## src/rtl/uart_pkg.sv

```systemverilog
// Shared UART definitions: framing constants, receiver state type and baud-rate helpers.
// Used by both the receiver and the transmitter.
package uart_pkg;

    localparam int UART_DATA_BITS   = 8;
    localparam int UART_SYNC_STAGES = 2;

    typedef enum logic [1:0] {
        IDLE,
        START,
        DATA,
        STOP
    } rx_state_t;

    // Clocks per oversampling tick; never returns less than one.
    function automatic int bddiv(input int clk, input int baud, input int ovs);
        int d;
        d = clk / (baud * ovs);
        return (d < 1) ? 1 : d;
    endfunction

    // Default oversampling for a 115200 baud link; falls back to 8 on slow clocks.
    function automatic int ovsamp(input int clk);
        return (clk >= 16 * 115200) ? 16 : 8;
    endfunction

endpackage

```

## src/rtl/uart_baudgen.sv

```systemverilog
// Free-running oversampling tick generator: one-cycle pulse every bddiv() clocks.
// Shared by the UART receiver and transmitter.
module uart_baudgen
    import uart_pkg::*;
#(
    parameter int CLK_RATE     = 100 * 10**6,
    parameter int BAUD_RATE    = 115200,
    parameter int OVERSAMPLING = 16
) (
    input  logic CLK_I,
    input  logic RST_I,
    output logic TICK_O
);

    localparam int DIV = bddiv(CLK_RATE, BAUD_RATE, OVERSAMPLING);
    localparam int CW  = (DIV > 1) ? $clog2(DIV) : 1;
    localparam logic [CW-1:0] CNT_LAST = CW'(DIV - 1);

    logic [CW-1:0] cnt_reg;
    logic          tick_reg;

    always_ff @(posedge CLK_I or posedge RST_I) begin
        if (RST_I) begin
            cnt_reg  <= '0;
            tick_reg <= 1'b0;
        end else if (cnt_reg == CNT_LAST) begin
            cnt_reg  <= '0;
            tick_reg <= 1'b1;
        end else begin
            cnt_reg  <= cnt_reg + 1'b1;
            tick_reg <= 1'b0;
        end
    end

    assign TICK_O = tick_reg;

endmodule

```

## src/rtl/uart_rx.sv

```systemverilog
// 8N1 UART receiver, LSB first, idle-high line, oversampled with mid-bit sampling.
// Define UART_RX_MAJORITY_VOTE_EN to take each bit as a 2-of-3 vote around mid-bit.
module uart_rx
    import uart_pkg::*;
#(
    parameter int CLK_RATE     = 100 * 10**6,
    parameter int BAUD_RATE    = 115200,
    parameter int OVERSAMPLING = 16
) (
    input  logic                      CLK_I,
    input  logic                      RST_I,
    input  logic                      RX_I,
    output logic [UART_DATA_BITS-1:0] DATA_O,
    output logic                      RX_DONE_O,
    output logic                      RX_FRAME_ERR_O
);

`ifdef UART_RX_MAJORITY_VOTE_EN
    localparam int VOTE_DLY = 1;
`else
    localparam int VOTE_DLY = 0;
`endif

    localparam int CW = $clog2(OVERSAMPLING);
    localparam int BW = $clog2(UART_DATA_BITS);
    // Start is judged half a bit in; every later bit is one full bit after the previous decision.
    localparam logic [CW-1:0] START_LAST = CW'(OVERSAMPLING / 2 - 1 + VOTE_DLY);
    localparam logic [CW-1:0] BIT_LAST   = CW'(OVERSAMPLING - 1);
    localparam logic [BW-1:0] DBIT_LAST  = BW'(UART_DATA_BITS - 1);

    logic                        tick;
    logic [UART_SYNC_STAGES-1:0] sync_reg;
    logic                        rx_s;
    logic                        rx_prev_reg;
    logic                        fall;
    logic                        bit_val;

    rx_state_t                   state_reg;
    logic [CW-1:0]               tick_cnt_reg;
    logic [BW-1:0]               bit_cnt_reg;
    logic [UART_DATA_BITS-1:0]   shift_reg;
    logic [UART_DATA_BITS-1:0]   data_reg;
    logic                        done_reg;
    logic                        err_reg;

    uart_baudgen #(
        .CLK_RATE     (CLK_RATE),
        .BAUD_RATE    (BAUD_RATE),
        .OVERSAMPLING (OVERSAMPLING)
    ) u_baudgen (
        .CLK_I  (CLK_I),
        .RST_I  (RST_I),
        .TICK_O (tick)
    );

    // Synchronizer flops come out of reset high so an idle line never looks like an edge.
    always_ff @(posedge CLK_I or posedge RST_I) begin
        if (RST_I) begin
            sync_reg    <= '1;
            rx_prev_reg <= 1'b1;
        end else begin
            sync_reg    <= {sync_reg[UART_SYNC_STAGES-2:0], RX_I};
            rx_prev_reg <= rx_s;
        end
    end

    assign rx_s = sync_reg[UART_SYNC_STAGES-1];
    assign fall = rx_prev_reg & ~rx_s;

`ifdef UART_RX_MAJORITY_VOTE_EN
    // Holds rx_s from the two previous ticks; with the current value these form the vote.
    logic [1:0] hist_reg;

    always_ff @(posedge CLK_I or posedge RST_I) begin
        if (RST_I) begin
            hist_reg <= 2'b11;
        end else if (tick) begin
            hist_reg <= {hist_reg[0], rx_s};
        end
    end

    assign bit_val = (hist_reg[1] & hist_reg[0]) | (hist_reg[1] & rx_s) | (hist_reg[0] & rx_s);
`else
    assign bit_val = rx_s;
`endif

    always_ff @(posedge CLK_I or posedge RST_I) begin
        if (RST_I) begin
            state_reg    <= IDLE;
            tick_cnt_reg <= '0;
            bit_cnt_reg  <= '0;
            shift_reg    <= '0;
            data_reg     <= '0;
            done_reg     <= 1'b0;
            err_reg      <= 1'b0;
        end else begin
            done_reg <= 1'b0;
            err_reg  <= 1'b0;
            case (state_reg)
                IDLE: begin
                    if (fall) begin
                        state_reg    <= START;
                        tick_cnt_reg <= '0;
                    end
                end
                START: begin
                    if (tick) begin
                        if (tick_cnt_reg == START_LAST) begin
                            if (!bit_val) begin
                                state_reg    <= DATA;
                                tick_cnt_reg <= '0;
                                bit_cnt_reg  <= '0;
                            end else begin
                                state_reg <= IDLE;
                            end
                        end else begin
                            tick_cnt_reg <= tick_cnt_reg + 1'b1;
                        end
                    end
                end
                DATA: begin
                    if (tick) begin
                        if (tick_cnt_reg == BIT_LAST) begin
                            shift_reg[bit_cnt_reg] <= bit_val;
                            tick_cnt_reg           <= '0;
                            if (bit_cnt_reg == DBIT_LAST) begin
                                bit_cnt_reg <= '0;
                                state_reg   <= STOP;
                            end else begin
                                bit_cnt_reg <= bit_cnt_reg + 1'b1;
                            end
                        end else begin
                            tick_cnt_reg <= tick_cnt_reg + 1'b1;
                        end
                    end
                end
                STOP: begin
                    if (tick) begin
                        if (tick_cnt_reg == BIT_LAST) begin
                            // Leaving at mid stop bit leaves half a bit to catch a back-to-back start.
                            if (bit_val) begin
                                data_reg <= shift_reg;
                                done_reg <= 1'b1;
                            end else begin
                                err_reg <= 1'b1;
                            end
                            tick_cnt_reg <= '0;
                            state_reg    <= IDLE;
                        end else begin
                            tick_cnt_reg <= tick_cnt_reg + 1'b1;
                        end
                    end
                end
                default: state_reg <= IDLE;
            endcase
        end
    end

    assign DATA_O         = data_reg;
    assign RX_DONE_O      = done_reg;
    assign RX_FRAME_ERR_O = err_reg;

endmodule

```

## config.mk

```make
export PLATFORM = sky130hd
export DESIGN_NAME = uart_rx
export DESIGN_NICKNAME = d
export VERILOG_FILES = /design/src/rtl/uart_pkg.sv /design/src/rtl/uart_baudgen.sv /design/src/rtl/uart_rx.sv
export SDC_FILE = /design/constraint.sdc
export NUM_CORES = 1
export LEC_CHECK = 0
export ABC_AREA = 1
export ABC_CLOCK_PERIOD_IN_PS = 1400
export CAP_MARGIN = 0
export CORE_ASPECT_RATIO = 2
export CORE_MARGIN = 5
export CORE_UTILIZATION = 45
export CTS_CLUSTER_DIAMETER = 200
export DETAILED_ROUTE_END_ITERATION = 16
export GPL_TIMING_DRIVEN = 0
export PLACE_DENSITY_LB_ADDON = 0.08
export SETUP_SLACK_MARGIN = 0.05
export SLEW_MARGIN = 20
export SYNTH_ARGS = -nofsm -noshare
export SYNTH_HDL_FRONTEND = slang
export SYNTH_SLANG_ARGS = --single-unit
```

## constraint.sdc

```tcl
create_clock -name CLK_I -period 1.4 [get_ports CLK_I]
set_input_delay 0.21 -clock CLK_I [delete_from_list [all_inputs] [get_ports CLK_I]]
set_output_delay 0.21 -clock CLK_I [all_outputs]
set_load 0.02 [all_outputs]
```

# Word-level counts from Yosys, hierarchy flattened
# Cells that the tools add are included.
word_totals:
  reg_bits: 37
  inputBits: 3
  output_inout_bits: 10
  word_cells: 82
classes:
  add_sub_neg: 3
  n_lt_le_gt_ge: 2
  eq_ne: 18
  mux: 37
  bitwise_logic: 2
  reduce_logical: 9
op_table:
  columns: ["op", "n"]
  rows:
  - ["$mux W4", 6]
  - ["$mux W2", 9]
  - ["$mux W3", 6]
  - ["$ne A2 B2 Y1 const B", 6]
  - ["$pmux W4 S3", 1]
  - ["$mux W1", 10]
  - ["$bwmux W8", 1]
  - ["$ne A2 B1 Y1 const B", 4]
  - ["$pmux W2 S4", 1]
  - ["$reduce_and A4 Y1", 2]
  - ["$reduce_and A8 Y1", 1]
  - ["$add A6 B1 Y6 const B", 1]
  - ["$eq A6 B6 Y1 const B", 1]
  - ["$mux W6", 1]
  - ["$pmux W3 S2", 1]
  - ["$reduce_and A6 Y1", 1]
  - ["$add A4 B1 Y4 const B", 1]
  - ["$eq A2 B2 Y1 const B", 2]
  - ["$eq A4 B3 Y1 const B", 1]
  - ["$eq A4 B4 Y1 const B", 1]
  - ["$lt A3 B4 Y1 const B", 1]
  - ["$add A3 B1 Y3 const B", 1]
  - ["$demux W1 S3", 1]
  - ["$eq A3 B3 Y1 const B", 1]
  - ["other kinds (10)", 10]

# Depth between registers and ports, before layout
depth:
  depth_word: 5
  mapped_depth: 11
  mapped_depth_nobuf: 10

# Cells and area by module
# A second synthesis with hierarchy kept.
hier_totals:
  cells_unflattened: 210
  area_unflattened_um2: 1764.2
by_module_without_submodules:
  columns: ["module", "n_inst", "cells_each", "area_each_um2", "seq_area_each_um2"]
  rows:
  - ["uart_rx", 1, 170, 1416.4, 754.5]
  - ["uart_baudgen", 1, 40, 347.8, 175.2]

# Worst setup path after synthesis
# No wires, ideal clock.
synth_path:
  path_kind: "register to register"
  from: "register tick_cnt_reg[0]"
  to: "register shift_reg[1]"
  setup_time_ns: 0.116
  arrival_time_ns: 1.165
  required_ns: 1.284
  setup_slack_ns: 0.119
  path_stages_with_launch: 9
  n_path_buf: 0
  synth_period_minus_slack_ns: 1.281
  cell_sequence: "dfrtp_1 > ha_1 > nand3_4 > clkinv_4 > nand3_4 > nor2_2 > nand2_1 > nand2_1 > nand2_1"
synth_between:
  elab_chain_cells: 2
synth_lines:
  columns: ["item", "line", "source"]
  rows:
  - ["start: declaration", "uart_rx.sv:39", "logic [CW-1:0] tick_cnt_reg;"]
  - ["start signal: assignment", "uart_rx.sv:117", "tick_cnt_reg <= tick_cnt_reg + 1'b1;"]
  - ["start signal: assignment", "uart_rx.sv:133", "tick_cnt_reg <= tick_cnt_reg + 1'b1;"]
  - ["start signal: assignment", "uart_rx.sv:150", "tick_cnt_reg <= tick_cnt_reg + 1'b1;"]
  - ["$eq A4 B4 Y1", "uart_rx.sv:123", "if (tick_cnt_reg == BIT_LAST) begin"]
  - ["$reduce_and A3 Y1 (no source line)", null, null]
  - ["end signal: indexed assignment", "uart_rx.sv:124", "shift_reg[bit_cnt_reg] <= bit_val;"]
  - ["end: declaration", "uart_rx.sv:41", "logic [UART_DATA_BITS-1:0] shift_reg;"]
# No other way between the ends.
# A chain may end at the register's enable or synchronous reset.

# Final worst setup path
layout_path:
  from: "register tick_cnt_reg[1]"
  to: "register shift_reg[7]"
# The elaborated chain is that of the path after synthesis.

==> flow_summary_export.csv <==
group,metric,value,unit
run_status,status,"finished clean",
synth,synthCells,213,
global_routing,initial_antenna_violation_count,0,
floorplan,chipWidth,54.8,microns
synth,top_post_synthesis_cells_by_count,"sky130_fd_sc_hd__nand2_1, sky130_fd_sc_hd__dfrtp_1, sky130_fd_sc_hd__nand3_1",
synth,ys.warnings.count,0,
place,port-buffer-count,12,
synth,synthDominantCellAreaShare,0.470,
detailed_routing,drtIter0Drc,31,
run,timing.max_cap.violations,0,
floorplan,dieArea,5470,sq um
final_layout,insertedDiodeCount,0,
floorplan,ios,13,
synth,synth_edf_count,0,
global_routing,grt_overflow,0,
clocking,clock_path_buffers,2,
floorplan,initial_cell_density_of_the_core,0.466,
worst_setup_path,startpoint_type,"flop",
global_routing,grt_max_degree,38,
detailed_routing,detail_route.drc_violations,0,
clocking,tritoncts_num_sinks,37,
synth,postSynthNetCount,221,
timing,finalSetupTns,0,ns
final_layout,post_layout_nonfiller_instances,291,
worst_setup_path,crit_type,"reg -> reg",
clocking,clock-root-buffer,"sky130_fd_sc_hd__clkbuf_8",
clocking,cts_inserted_buffers,5,
synth,share_of_synthesized_area_occupied_by_flip_flops_and_latches,0.514,
synth,synth_area_leader_cell,"sky130_fd_sc_hd__dfrtp_1",
clocking,ctsHoldBuffers,0,
timing,setup_viol_count_final,0,
detailed_routing,drt_wl_total,3.67,mm
clocking,htreeDepth,2,
worst_setup_path,cp-end-kind,"flop",
global_routing,global_route.usage.total,0.161,
worst_setup_path,worstPathRequired,1.62,ns
timing,period_share,0.959,
synth,synth.lib_cells_used.distinct,28,
final_layout,design.final.nets,247,
clocking,cts_tree,"yes",
timing,slew_headroom,0.507,
timing,worst_pin_slew,0.739,ns
global_routing,grt_pass1_vias,1454,
synth,synth-seq-cells,37,
final_layout,drive_above_1_share,0.250,
pwr,p_leak,1.10,nW
timing,finalMaxSlewViolations,0,
detailed_routing,ant_nets,0,
worst_setup_path,critPathMaxFanout,6,
floorplan,coreArea,3880,sq um
place,post_dp_cell_area,1990,sq um
place,detailedPlacementHpwl,2.65,mm
place,post_place_cells,276,
final_layout,post-route-util,0.572,
synth,asyncSetResetFlopFracSynth,1.00,
pwr,worst_ir_drop_vdd,0.00135,V
timing,fmax,745,MHz
timing,fin_skew,0.00714,ns
synth,synthesis.area_per_instance,8.49,sq um
clocking,clk_transition_reported_paths,0.08,ns
detailed_routing,first_pass_iters,4,
clocking,worst_skew_pair.late_latency,0.29,ns
timing,hold_viol_final,0,
detailed_routing,vias_per_cell,4.94,
pwr,fin_total_pwr,2.73,mW
global_routing,first_pass_grt_wire_length,6.37,mm
synth,synthMostInstantiatedCell,"sky130_fd_sc_hd__nand2_1",
floorplan,die_height,99.7,microns
final_layout,layout.cell_area.non_filler,2220,sq um
synth,area_of_the_mapped_netlist,1810,sq um
place,placer_congestion,0.890,
hold_path,hp-class,"in -> reg",
timing,grt_setup_unrepaired,"true",
pwr,p_per_area,1230,nW/um^2
worst_setup_path,worst-endpoint-arrival,1.56,ns
synth,synth.top_cells.by_area,"sky130_fd_sc_hd__dfrtp_1, sky130_fd_sc_hd__nand2_1, sky130_fd_sc_hd__nand3_1",
floorplan,rows,32,
synth,postSynth.topFlopCell,"sky130_fd_sc_hd__dfrtp_1",
detailed_routing,vias_post_dr,1437,
final_layout,synthToLayoutAreaGrowth,22.8,%
detailed_routing,avgRoutedWirePerCell,12.6,microns
timing,period_minus_slack,1.34,ns
-- logic make-up (layout without fill, tap and decap cells) --
group / Yosys count / in the layout / synth area share
DFF: 37 / 37 / 0.514
adders and majority gates: 5 / 5 / 0.0346
and+or+nand+nor: 117 / 117 / 0.308
AOI/OAI and AO/OA: 25 / 25 / 0.0740
buffers and inverters: 28 / 55 / 0.0643
xor gates and xnor gates: 1 / 1 / 0.00484
-- critical path, cell delays in order, from the launching register on --
cell	delay, ns
sky130_fd_sc_hd__dfrtp_1	0.40
sky130_fd_sc_hd__ha_4	0.18
sky130_fd_sc_hd__nand3_4	0.13
sky130_fd_sc_hd__nor3_4	0.30
sky130_fd_sc_hd__nand3_1	0.12
sky130_fd_sc_hd__o21ai_1	0.14
-- per-layer routing --
metal,GRT usage,part of all wire,up-vias
met5,0,0,-
li1,-,-,726
met3,0.0345,0.033,10
met4,0.0883,0.036,0
met2,0.299,0.58,22
met1,0.146,0.35,679
-- final timing paths --
kind                                             startpoint                        to  slack [ns]  cells after the start
worst max register to register  tick_cnt_reg[1]$_DFFE_PP0P_  shift_reg[7]$_DFFE_PP0P_        0.06                      5
worst max-delay path            tick_cnt_reg[1]$_DFFE_PP0P_  shift_reg[7]$_DFFE_PP0P_        0.06                      5
worst min register to register        sync_reg[0]$_DFF_PP1_     sync_reg[1]$_DFF_PP1_        0.36                      0
worst min-delay path                                   RX_I     sync_reg[0]$_DFF_PP1_        0.32                      1
max in group asynchronous                             RST_I  shift_reg[4]$_DFFE_PP0P_        0.57                      2
min in group asynchronous                             RST_I  shift_reg[6]$_DFFE_PP0P_        0.36                      2
-- placed cells by master, fill, tap and decap left out, drive strengths merged --
cell           instances
nor3                   3
o21ai                 19
inv                   25
clkdlybuf4s50          2
xnor2                  1
nand2                 76
clkinv                 3
nand3                 23
nor4                   1
buf                    9
clkbuf                 5
o22ai                  2
dlygate4sd2           10
clkinvlp               1
nor2                  14
ha                     5
dfstp                  3
a21oi                  3
a21boi                 1
dfrtp                 34
-- repair_timing --
item,in CTS,in global routing
pin swaps,6,7
setup endpoints to repair,34,27
resized for setup,15,25
buffers inserted,6,1
-- area by class of cell --
class	instances	area, sq um
Clock inverter	3	17.5
Sequential cell	37	930
Multi-Input combinational cell	148	851
Timing Repair Buffer	19	160
Inverter	26	118
Tap cell	51	63.8
Buffer	2	12.5
Clock buffer	5	68.8
Fill cell	389	1660
-- through the flow --
step                setup slack [ns]  hold WS (ns)
floorplan                      0.119         0.214
global placement              -0.424         0.346
detailed placement           -0.0479         0.349
CTS                          -0.0100         0.320
global route                 -0.0565         0.315
finish                        0.0574         0.323
-- power breakdown --
group / switching, mW / leakage, nW / internal, mW
Combinational: 0.508 / 0.570 / 0.286
Sequential: 0.0740 / 0.488 / 1.13
Clock: 0.388 / 0.0439 / 0.343
Total: 0.970 / 1.10 / 1.76
Note: power is estimated with default switching activity, not from simulation.
